File: config.mk
export PLATFORM = sky130hd
export DESIGN_NAME = alu_req_sequencer
export DESIGN_NICKNAME = d
export VERILOG_FILES = /design/src/rtl/alu_req_sequencer_pkg.sv /design/src/rtl/alu_rsp_fifo.sv /design/src/rtl/alu_req_sequencer.sv
export SDC_FILE = /design/constraint.sdc
export NUM_CORES = 1
export LEC_CHECK = 0
export ABC_AREA = 1
export BUFFER_PORTS_ARGS = -buffer_cell sky130_fd_sc_hd__buf_2
export CORE_MARGIN = 1.5
export CORE_UTILIZATION = 50
export DETAILED_ROUTE_END_ITERATION = 8
export GPL_TIMING_DRIVEN = 0
export MAX_ROUTING_LAYER = met4
export PLACE_DENSITY_LB_ADDON = 0.12
export SYNTH_ARGS = -nofsm -noshare
export SYNTH_HDL_FRONTEND = slang
export SYNTH_SLANG_ARGS = --single-unit
export TNS_END_PERCENT = 10
File: constraint.sdc
create_clock -name clk -period 3.02 [get_ports clk]
set_input_delay 0.906 -clock clk [delete_from_list [all_inputs] [get_ports clk]]
set_output_delay 0.906 -clock clk [all_outputs]
set_load 0.005 [all_outputs]
File: src/rtl/alu_req_sequencer_pkg.sv
// Shared types for the ALU request sequencer: FSM states, flag/response layout, command codes.
package alu_req_sequencer_pkg;

    typedef enum logic {
        IDLE = 1'b0,
        WAIT = 1'b1
    } seq_state_e;

    // Bit order matches the rsp_flags output: {err,oflow,cout,g,l,e}.
    typedef struct packed {
        logic err;
        logic oflow;
        logic cout;
        logic g;
        logic l;
        logic e;
    } alu_flags_t;

    localparam int FLAGS_W = $bits(alu_flags_t);

    // Arithmetic commands (mode=1)
    localparam logic [3:0] CMD_ADD     = 4'd0;
    localparam logic [3:0] CMD_SUB     = 4'd1;
    localparam logic [3:0] CMD_ADD_CIN = 4'd2;
    localparam logic [3:0] CMD_SUB_CIN = 4'd3;
    localparam logic [3:0] CMD_CMP     = 4'd8;
    localparam logic [3:0] CMD_MUL     = 4'd9;
    // Logical commands (mode=0)
    localparam logic [3:0] CMD_AND     = 4'd0;
    localparam logic [3:0] CMD_NAND    = 4'd1;
    localparam logic [3:0] CMD_OR      = 4'd2;
    localparam logic [3:0] CMD_XOR     = 4'd4;

    function automatic logic [15:0] sat_inc16(input logic [15:0] v);
        return (v == 16'hFFFF) ? v : v + 16'd1;
    endfunction

endpackage

File: src/rtl/alu_rsp_fifo.sv
// Synchronous response FIFO, DEPTH entries (power of 2); head visible combinationally, zero when empty.
// Push and pop on the same edge leave the count unchanged; push while full is dropped unless popping.
module alu_rsp_fifo #(
    parameter int DW    = 22,
    parameter int DEPTH = 4
) (
    input  logic                     clk_i,
    input  logic                     rst_n_i,
    input  logic                     push_i,
    input  logic [DW-1:0]            push_dat_i,
    input  logic                     pop_i,
    output logic [DW-1:0]            pop_dat_o,
    output logic [$clog2(DEPTH):0]   count_o,
    output logic                     empty_o
);
    localparam int AW = $clog2(DEPTH);
    localparam logic [AW:0] CAP = (AW+1)'(DEPTH);

    logic [DW-1:0] mem_q [DEPTH];
    logic [AW-1:0] wr_q, wr_d, rd_q, rd_d;
    logic [AW:0]   cnt_q, cnt_d;
    logic          do_push, do_pop;

    assign do_pop  = pop_i && (cnt_q != '0);
    assign do_push = push_i && ((cnt_q != CAP) || do_pop);

    always_comb begin
        wr_d  = do_push ? wr_q + AW'(1) : wr_q;
        rd_d  = do_pop  ? rd_q + AW'(1) : rd_q;
        cnt_d = cnt_q;
        if (do_push && !do_pop) begin
            cnt_d = cnt_q + (AW+1)'(1);
        end else if (!do_push && do_pop) begin
            cnt_d = cnt_q - (AW+1)'(1);
        end
    end

    always_ff @(posedge clk_i) begin
        if (!rst_n_i) begin
            wr_q  <= '0;
            rd_q  <= '0;
            cnt_q <= '0;
        end else begin
            wr_q  <= wr_d;
            rd_q  <= rd_d;
            cnt_q <= cnt_d;
        end
    end

    // Storage needs no reset: the pointers define what is valid.
    always_ff @(posedge clk_i) begin
        if (do_push) begin
            mem_q[wr_q] <= push_dat_i;
        end
    end

    assign empty_o   = (cnt_q == '0);
    assign count_o   = cnt_q;
    assign pop_dat_o = empty_o ? '0 : mem_q[rd_q];

endmodule

File: src/rtl/alu_req_sequencer.sv
// ALU initiator: one op in flight, response ALU_LAT+1 edges after accept, in-order via response FIFO;
// requests stall while busy or FIFO full. Optional error counter under ALU_SEQ_ERRCNT_EN.
module alu_req_sequencer
    import alu_req_sequencer_pkg::*;
#(
    parameter int WIDTH     = 8,
    parameter int CMD_W     = 4,
    parameter int ALU_LAT   = 1,
    parameter int RSP_DEPTH = 4
) (
    input  logic                 clk,
    input  logic                 rst,
    input  logic                 req_valid,
    output logic                 req_ready,
    input  logic [WIDTH-1:0]     req_opa,
    input  logic [WIDTH-1:0]     req_opb,
    input  logic [CMD_W-1:0]     req_cmd,
    input  logic                 req_mode,
    input  logic                 req_cin,
    input  logic [1:0]           req_inp_valid,
    output logic [WIDTH-1:0]     alu_opa,
    output logic [WIDTH-1:0]     alu_opb,
    output logic [CMD_W-1:0]     alu_cmd,
    output logic                 alu_mode,
    output logic                 alu_cin,
    output logic [1:0]           alu_inp_valid,
    output logic                 alu_ce,
    input  logic [2*WIDTH-1:0]   alu_res,
    input  logic                 alu_cout,
    input  logic                 alu_oflow,
    input  logic                 alu_g,
    input  logic                 alu_l,
    input  logic                 alu_e,
    input  logic                 alu_err,
    output logic                 rsp_valid,
    input  logic                 rsp_ready,
    output logic [2*WIDTH-1:0]   rsp_res,
    output logic [FLAGS_W-1:0]   rsp_flags
`ifdef ALU_SEQ_ERRCNT_EN
    ,
    output logic [15:0]          err_count
`endif
);
    typedef struct packed {
        logic [2*WIDTH-1:0] res;
        alu_flags_t         flags;
    } rsp_entry_t;

    localparam int CNT_W  = $clog2(ALU_LAT + 1);
    localparam int FCNT_W = $clog2(RSP_DEPTH) + 1;

    seq_state_e        state_q, state_d;
    logic [CNT_W-1:0]  cnt_q, cnt_d;
    logic [WIDTH-1:0]  opa_q, opa_d, opb_q, opb_d;
    logic [CMD_W-1:0]  cmd_q, cmd_d;
    logic              mode_q, mode_d, cin_q, cin_d, ce_q, ce_d;
    logic [1:0]        iv_q, iv_d;

    logic              accept, push, pop, fifo_empty;
    logic [FCNT_W-1:0] fifo_count;
    rsp_entry_t        push_dat, head;

    // The capture slot is reserved at accept time, so count < DEPTH here guarantees the later push fits.
    assign req_ready = rst && (state_q == IDLE) && (fifo_count < FCNT_W'(RSP_DEPTH));
    assign accept    = req_valid && req_ready;

    always_comb begin
        state_d = state_q;
        cnt_d   = cnt_q;
        opa_d   = opa_q;
        opb_d   = opb_q;
        cmd_d   = cmd_q;
        mode_d  = mode_q;
        cin_d   = cin_q;
        iv_d    = iv_q;
        ce_d    = ce_q;
        push    = 1'b0;
        case (state_q)
            IDLE: begin
                if (accept) begin
                    opa_d   = req_opa;
                    opb_d   = req_opb;
                    cmd_d   = req_cmd;
                    mode_d  = req_mode;
                    cin_d   = req_cin;
                    iv_d    = req_inp_valid;
                    ce_d    = 1'b1;
                    cnt_d   = CNT_W'(ALU_LAT);
                    state_d = WAIT;
                end
            end
            WAIT: begin
                if (cnt_q == '0) begin
                    push    = 1'b1;
                    ce_d    = 1'b0;
                    iv_d    = '0;
                    cmd_d   = '0;
                    mode_d  = 1'b0;
                    cin_d   = 1'b0;
                    state_d = IDLE;
                end else begin
                    cnt_d = cnt_q - CNT_W'(1);
                end
            end
            default: state_d = IDLE;
        endcase
    end

    always_ff @(posedge clk) begin
        if (!rst) begin
            state_q <= IDLE;
            cnt_q   <= '0;
            opa_q   <= '0;
            opb_q   <= '0;
            cmd_q   <= '0;
            mode_q  <= 1'b0;
            cin_q   <= 1'b0;
            iv_q    <= '0;
            ce_q    <= 1'b0;
        end else begin
            state_q <= state_d;
            cnt_q   <= cnt_d;
            opa_q   <= opa_d;
            opb_q   <= opb_d;
            cmd_q   <= cmd_d;
            mode_q  <= mode_d;
            cin_q   <= cin_d;
            iv_q    <= iv_d;
            ce_q    <= ce_d;
        end
    end

    assign alu_opa       = opa_q;
    assign alu_opb       = opb_q;
    assign alu_cmd       = cmd_q;
    assign alu_mode      = mode_q;
    assign alu_cin       = cin_q;
    assign alu_inp_valid = iv_q;
    assign alu_ce        = ce_q;

    assign push_dat = '{res: alu_res,
                        flags: '{err: alu_err, oflow: alu_oflow, cout: alu_cout,
                                 g: alu_g, l: alu_l, e: alu_e}};
    assign pop      = rsp_valid && rsp_ready;

    alu_rsp_fifo #(
        .DW    ($bits(rsp_entry_t)),
        .DEPTH (RSP_DEPTH)
    ) u_rsp_fifo (
        .clk_i      (clk),
        .rst_n_i    (rst),
        .push_i     (push),
        .push_dat_i (push_dat),
        .pop_i      (pop),
        .pop_dat_o  (head),
        .count_o    (fifo_count),
        .empty_o    (fifo_empty)
    );

    assign rsp_valid = !fifo_empty;
    assign rsp_res   = head.res;
    assign rsp_flags = head.flags;

`ifdef ALU_SEQ_ERRCNT_EN
    logic [15:0] errcnt_q;

    always_ff @(posedge clk) begin
        if (!rst) begin
            errcnt_q <= '0;
        end else if (push && alu_err) begin
            errcnt_q <= sat_inc16(errcnt_q);
        end
    end

    assign err_count = errcnt_q;
`endif

endmodule
; Word-level counts from Yosys, hierarchy flattened
; Memory sizes are Yosys's and may differ from the RTL's. A register that Yosys moved wholly into a read port is not among the register bits.
; Cells that the tools add are included.
[op_classes]
add_sub_neg = 5
order_cmp = 1
eq_ne = 3
n_mux = 27
bitwise = 1
reduce_logical = 17
[op_table]
columns = operator, n
row1 = $mux W22, 1
row2 = $mux W1, 11
row3 = $pmux W1 S2, 5
row4 = $logic_and A1 B1 Y1, 8
row5 = $mux W2, 4
row6 = $mux W4, 2
row7 = $pmux W4 S2, 1
row8 = $mux W3, 2
row9 = $add A2 B1 Y2 const B, 2
row10 = $ne A2 B2 Y1 const B, 2
row11 = $pmux W2 S2, 1
row12 = $reduce_and A2 Y1, 2
row13 = $add A3 B1 Y3 const B, 1
row14 = $logic_not A1 Y1, 3
row15 = $logic_not A3 Y1, 1
row16 = $lt A3 B3 Y1 const B, 1
row17 = $ne A3 B3 Y1 const B, 1
row18 = $reduce_bool A3 Y1, 1
row19 = $sub A3 B1 Y3 const B, 1
row20 = $reduce_bool A2 Y1, 1
row21 = $logic_or A1 B1 Y1, 1
row22 = $not A1 Y1, 1
row23 = $sub A1 B1 Y1 const B, 1
[word_totals]
reg_bits = 34
ram_bits = 88
input_bits = 50
memories = 1
[memory_table]
columns = name, words, width, rd, rd_ports_with_merged_regs, write_ports, line_no
row1 = u_rsp_fifo.mem_q, 4, 22, 1, 1, 1, alu_rsp_fifo.sv:19  ; logic [DW-1:0] mem_q [DEPTH];

; Depth between registers and ports, before layout
; Gate-level depths: netlist of the first run.
[logic_depth]
ltp_word = 10
ltp_mapped = 13
depth_no_buf = 13

; Hierarchy
; From an unflattened synthesis of the first run, not the netlist that was laid out.
[hier_totals]
hier_cells = 456
area_unflattened_um2 = 4948.5
[by_module_without_submodules]
columns = module, instances, cells_each, area_per_inst_um2, seq_area_each_um2
row1 = alu_rsp_fifo, 1, 330, 3916.3, 2822.7
row2 = alu_req_sequencer, 1, 126, 1032.2, 540.5

; Least setup slack after synthesis of the first run
; Ideal clock, no wire load.
[synth_timing]
path_kind = input to register
start = input port rsp_ready
end = memory u_rsp_fifo.mem_q[0][0] (enable)
t_arrival_ns = 2.059
t_required_ns = 2.619
slack_ns = 0.560
cell_stages = 4
path_buffers = 0
path_cell_list = nor2_1 -> nand2_1 -> nand2_2 -> nor2_1
[synth_via]
elab_chain_cells = 6
[synth_rtl]
columns = item, line_no
row1 = "start, declared", alu_req_sequencer.sv:36  ; input logic rsp_ready,
row2 = $logic_and A1 B1 Y1, alu_req_sequencer.sv:144  ; assign pop = rsp_valid && rsp_ready;
row3 = $logic_and A1 B1 Y1, alu_rsp_fifo.sv:24  ; assign do_pop = pop_i && (cnt_q != '0);
row4 = $logic_or A1 B1 Y1, alu_rsp_fifo.sv:25  ; assign do_push = push_i && ((cnt_q != CAP) || do_pop);
row5 = $logic_and A1 B1 Y1, alu_rsp_fifo.sv:25
row6 = $mux W1, alu_rsp_fifo.sv:52  ; if (do_push) begin
row7 = $mux W1 (implied by the code), alu_rsp_fifo.sv:53  ; mem_q[wr_q] <= push_dat_i;
row8 = "end, declared", alu_rsp_fifo.sv:19
; No other way between the ends.

==> metrics.txt, run 1 <==
outcome completed; RSZ-0062 raised after global routing no; layout cells sized above 1 between 20% and 30%; synthesized flop and latch total between 100 and 150; register-to-register setup slack 0.86 ns; PostCTS Resize Cnt 0; syn_area_per_cell about 11 um2; Post-Syn Area about 5000 um2; initial antenna violation count 0; Layout Cells excl Fill ~710; Hold Path Stages 2; Starting Density roughly 52%; kind of end point of the critical path output port; H-tree Lvls 4; Critical Path Fanout Max 10; # diodes 0; post-route ant nets 0; Final Slew Violations 0; Worst slew margin between 50% and 60%; post-CTS setup buffer count 0; clk_lat worst skew about 0.5 ns; wire length per cell around 15 um; Global Route Usage Sum approximately 22%; Final Routed Wirelength approximately 10 mm; final clock skew about 0.015 ns; synth unique cells 24; CP required roughly 2.1 ns; crit start category flop; Die W 101.6 um; top cells by area, synth edfxtp_1 54%, dfxtp_1 15%, nor2_1 10%; Worst Min Path Start alu_ce; WS Path Type reg -> out; Starting DRT DRC Count approximately 140; clk root buf clkbuf_8; VDD IR-drop max between 0.0004 and 0.0005 V; gr busiest metal met2; ys flop type edfxtp_1; First-pass DRT Iterations 4; post-layout util 66.08%; grt met3 use a little under 5%; Clock Sinks between 100 and 150; Clock transition at path regs around 0.060 ns; crit share post-route 93.92%; Die ar. just over 10000 um2; Mapped Nets around 500; sequential share of the synthesized area 69.19%; Overflow after GRT 0; Worst Slack Setup Final ~0.18 ns; f_max about 350 MHz; final RePlAce weighted congestion 0.8628; Max Cap Viol 0; HPWL after detailed placement just under 7 mm; Pwr Density 845.4 nW/um2; EDFF count, synth between 80 and 90; Hold Violations, Final 0; area growth from synthesis to layout 26.80%; FF-to-FF path depth 12; largest net degree at the start of global routing 17; met1 usage 27.51%; Tmin final about 2.8 ns; Cells after Synth 446; input/output buffers 97; vias in the first global route around 3300; WHS Endpoint alu_ce; Ports 99; worst-margin pin slew a little over 0.7 ns; pre-CTS setup slack 0.3747 ns; Nets about 620; async set-reset flop share out of synthesis 0%; final instance area between 6000 and 7000 um2; Leak around 2.5 nW; placed cell count 676; # setup viols final 0; Num CTS Buffers 17; CTS tree yes; CTS Hold Bufs 0; drt drc 0; die span in y 101.6 um; routed vias between 3000 and 4000; Ys Warns 0; met2 Use GR between 30% and 40%; Hold Path Class reg -> reg; reg2reg end u_rsp_fifo.count_o[2]; critical path arrival around 1.9 ns; first-pass GRT wire length between 15 and 20 mm; FF-to-FF Start state_q; CTS Buffer Depth 2; placed instance area 5603 um2; core area 9328 um2; top cell type's share of synthesized area 54.36%; number of core rows 35; vias per cell ~5; post-synth top area cell edfxtp_1
-- report_power, final --
part / total (mW) / switching [mW] / internal [mW] / leakage, nW
Combinational: 1.36 / 0.835 / 0.520 / 1.09
Sequential: 2.01 / 0.0694 / 1.94 / 1.09
Clock: 1.85 / 0.686 / 1.16 / 0.277
Total: 5.21 / 1.59 / 3.62 / 2.46
-- critical path: stages (launching register included) --
cell	delay [ns]
dfxtp_1	0.31
buf_6	0.13
inv_2	0.11
clkbuf_1	0.39
o21ai_0	0.16
a21oi_1	0.19
buf_2	0.14
-- how the worst max path moves through the flow --
| stage | endpoint | depth (start not counted) | slack (ns) |
|---|---|---|---|
| global placement | u_rsp_fifo.mem_q[1][8] | 5 | -0.34 |
| global route | rsp_res[8] | 6 | 0.02 |
| finish | rsp_res[8] | 6 | 0.18 |
| detailed placement | u_rsp_fifo.count_o[2] | 13 | 0.37 |
| floorplan | u_rsp_fifo.mem_q[0][0] | 4 | 0.56 |
| CTS | rsp_flags[2] | 6 | 0.14 |
-- area by class of cell --
cell class,count,area (um2)
repair buffers,101,570.5
plain buffers,22,120.1
fillers,772,3164
multi-input cells,280,1310
well taps,129,161.4
clock inverters,9,56.30
clock buffers,23,504.2
flip-flops and latches,124,3363
inverters,20,77.57
-- kinds of logic after synthesis --
logic type      Yosys count  share of synthesized area [%]
simple gates            175                          14.77
flops                   124                          69.19
compound gates           98                          10.09
buf+inv                  42                          4.067
fa+ha+maj                 6                          1.699
xor+xnor                  1                         0.1802
-- cells in the mapped netlist (2+ instances only) --
library cell,n
o21ai_0,50
buf_2,6
dfxtp_1,36
buf_6,2
edfxtp_1,88
nand3_1,21
clkbuf_2,3
nor2_1,133
a21oi_1,36
buf_4,3
o21ai_1,12
ha_1,5
nand2_1,15
inv_1,15
nand2_2,2
inv_2,4
clkbuf_1,8
-- cells in the final DEF (no fill, tap or decap), types with 3 or more instances in the layout --
cell type	n
buf_2	103
o21ai_0	50
buf_4	3
a21oi_1	36
nor2_2	4
edfxtp_1	88
o21ai_1	12
inv_1	15
nand2_1	15
inv_2	4
clkbuf_2	3
ha_1	5
clkinv_2	4
inv_4	3
nor2_1	129
dfxtp_1	36
clkbuf_1	10
nand3_1	21
clkbuf_16	19
-- metal layers --
layer	wire [um]	up-vias
li1	-	1775
met1	4471	1647
met2	5209	109
met3	632	4
met4	65	0
met5	0	-
-- stage by stage --
| stage | TNS (ns) | power [mW] | hold WS, ns |
|---|---|---|---|
| detailed placement | 0 | 3.415 | 0.4627 |
| floorplan | 0 | 2.837 | 0.4503 |
| CTS | 0 | 5.266 | 0.4719 |
| global placement | -25.29 | 3.368 | 0.4545 |
| finish | 0 | 5.211 | 0.4685 |
| global route | 0 | 5.506 | 0.5014 |
-- flip-flops by register name (all words and copies together) (netlist names), named ones only --
register and cells:
alu_inp_valid 2, u_rsp_fifo.mem_q 88, alu_ce 1, alu_cin 1, state_q 1, u_rsp_fifo.wr_q 2, cnt_q 1, alu_opb 8
alu_mode 1, alu_cmd 4, u_rsp_fifo.rd_q 2, alu_opa 8, u_rsp_fifo.count_o 3
(Power assumes the default switching activity.)
==> run 2: changes to the inputs <==
--- a/config.mk
+++ b/config.mk
@@ -15,5 +15,6 @@
 export PLACE_DENSITY_LB_ADDON = 0.12
 export SYNTH_ARGS = -nofsm -noshare
 export SYNTH_HDL_FRONTEND = slang
+export SYNTH_HIERARCHICAL = 1
 export SYNTH_SLANG_ARGS = --single-unit
 export TNS_END_PERCENT = 10
==> metrics.txt, run 2 <==
Tot Pwr around 4.6 mW; drt drc 0; crit start category primary input; core area around 9700 um2; Hold Path Class reg -> reg; setup TNS 0 ns; commonest non-fill, non-tap cell in the layout nor2_1; # setup viols final 0; Nets roughly 630; RSZ-0062 raised after global routing no; number of flip-flops in the largest register 88; Largest Register u_rsp_fifo/mem_q; Critical Path Fanout Max 9; clk root buf clkbuf_8; Clock transition at path regs 0.05 ns; Switch Pwr ~1.1 mW; top cell type's share of synthesized area 53.40%; worst-margin pin slew 0.6674 ns; vias in the first global route 3514; Flop pwr share a little over two fifths; Die W approximately 100 um; initial antenna violation count 0; Mapped Nets between 500 and 600; post-route ant nets 0; HPWL after detailed placement just under 7 mm; Ys Warns 6; outcome completed; largest net degree at the start of global routing 17; EDFF count, synth 88; f_max around 370 MHz; vias per cell around 5; Post-Syn Area 4948 um2; Final Slew Violations 0; Int Pwr approximately 3.5 mW; CTS tree yes; H-tree Lvls 4; post-layout util about two thirds; clock power share around 44%; Cells after Synth ~460; synthesized flop and latch total roughly 120; final instance area between 6000 and 7000 um2; top cells by area, synth edfxtp_1 53%, dfxtp_1 15%, nor2_1 10%; clk_lat worst skew 0.51 ns; layout cells sized above 1 27.16%; Switching Fraction approximately a quarter; Post-synth top cells 134 x nor2_1, 88 x edfxtp_1, 40 x o21ai_1; Final Routed Wirelength about 11 mm; critical path arrival ~1.8 ns; Combinational Power Share 13.9%; Num CTS Buffers 17; First-pass DRT Iterations 4; post-CTS setup buffer count 0; routed vias 3612; Clock Sinks 124; kind of end point of the critical path output port; most frequent cells in the layout 130 x nor2_1, 106 x buf_2, 88 x edfxtp_1; final RePlAce weighted congestion between 0.7 and 0.8; syn_area_per_cell ~11 um2; Overflow after GRT 0; number of core rows 36; first-pass GRT wire length between 15 and 20 mm; input/output buffers 97; final clock skew 0.005602 ns; synth unique cells 22; Leak 2.544 nW; crit share post-route about nine tenths; WS Path Type in -> out; CP required approximately 2.1 ns; Ports a little under 100; placed instance area 5720 um2; Starting Density 51.10%; area growth from synthesis to layout 27.76%; VDD IR-drop max roughly 0.00038 V; post-synth top area cell edfxtp_1; Starting DRT DRC Count between 100 and 150; Hold Violations, Final 0; ys flop type edfxtp_1; Global Route Usage Sum a little over a fifth; Pwr Density 726.7 nW/um2; # diodes 0; Die ar. about 11000 um2; sequential share of the synthesized area between 60% and 70%; count leader, synth nor2_1; wire length per cell roughly 15 um; CTS Buffer Depth 2; async set-reset flop share out of synthesis 0%; die span in y a little over 100 um; Worst slew margin 55.46%; Tmin final 2.733 ns; Max Cap Viol 0
[run 2: final cells by class]
class,count,area (um2)
Buffer,23,172.7
Clock buffer,23,456.7
Clock inverter,9,142.6
Fill cell,765,3362
Inverter,26,102.6
Multi-Input combinational cell,283,1323
Sequential cell,124,3363
Tap cell,133,166.4
Timing Repair Buffer,101,595.6
[run 2: metrics by stage]
stage | hold slack, ns | cells | setup WS [ns]
final | 0.4752 | 722 | 0.2866
after global routing | 0.5007 | 722 | 0.03862
after CTS | 0.4769 | 722 | 0.2481
after detailed placement | 0.4660 | 690 | 0.2312
after global placement | 0.4533 | 686 | -0.6604
after floorplan | 0.4449 | 456 | 0.2649
[run 2: what timing repair did]
action / 4_1_cts / 5_1_grt
resized for setup: 0 / 1
hold buffers: 0 / 0
setup endpoints to repair: 0 / 2
[run 2: metal layers]
metal / routed length, um / track usage [%] / vias to the layer above
met5: 0 / - / -
met4: 121 / 9.168 / 0
met3: 628 / 6.430 / 14
met2: 5281 / 35.76 / 97
met1: 4513 / 25.34 / 1698
li1: - / - / 1803
[run 2: worst max-delay path, cell delays in order]
cell and delay, ns:
buf_2 0.13, buf_4 0.19, inv_2 0.06, nor2_2 0.30, nand2_1 0.09, inv_1 0.06
buf_2 0.10
[run 2: cells by family (layout without fill, tap and decap cells)]
group / Yosys count / in the layout / share of synthesized area, %
simple gates: 177 / 177 / 14.61
flops: 124 / 124 / 67.96
compound gates: 99 / 99 / 10.01
buf+inv: 49 / 182 / 5.563
fa+ha+maj: 6 / 6 / 1.669
xor+xnor: 1 / 1 / 0.1770
[run 2: final timing paths]
check                              from                    end  slack [ns]  depth (start not counted)
setup / recovery                    rst              req_ready        0.29                          7
hold / removal               alu_opb[0]             alu_opb[0]        0.48                          2
setup reg to reg  u_rsp_fifo/count_o[0]  u_rsp_fifo/count_o[2]        0.33                         18
hold reg to reg              alu_opb[0]             alu_opb[0]        0.48                          2
[run 2: power groups by stage]
stage / combinational, mW / clock [mW] / sequential, mW
3_5_place_dp: 0.645 / 0 / 1.96
2_1_floorplan: 0.364 / 0 / 1.96
4_1_cts: 0.647 / 2.07 / 1.92
5_1_grt: 0.723 / 2.15 / 1.93
6_report: 0.639 / 2.03 / 1.92
3_3_place_gp: 0.615 / 0 / 1.95
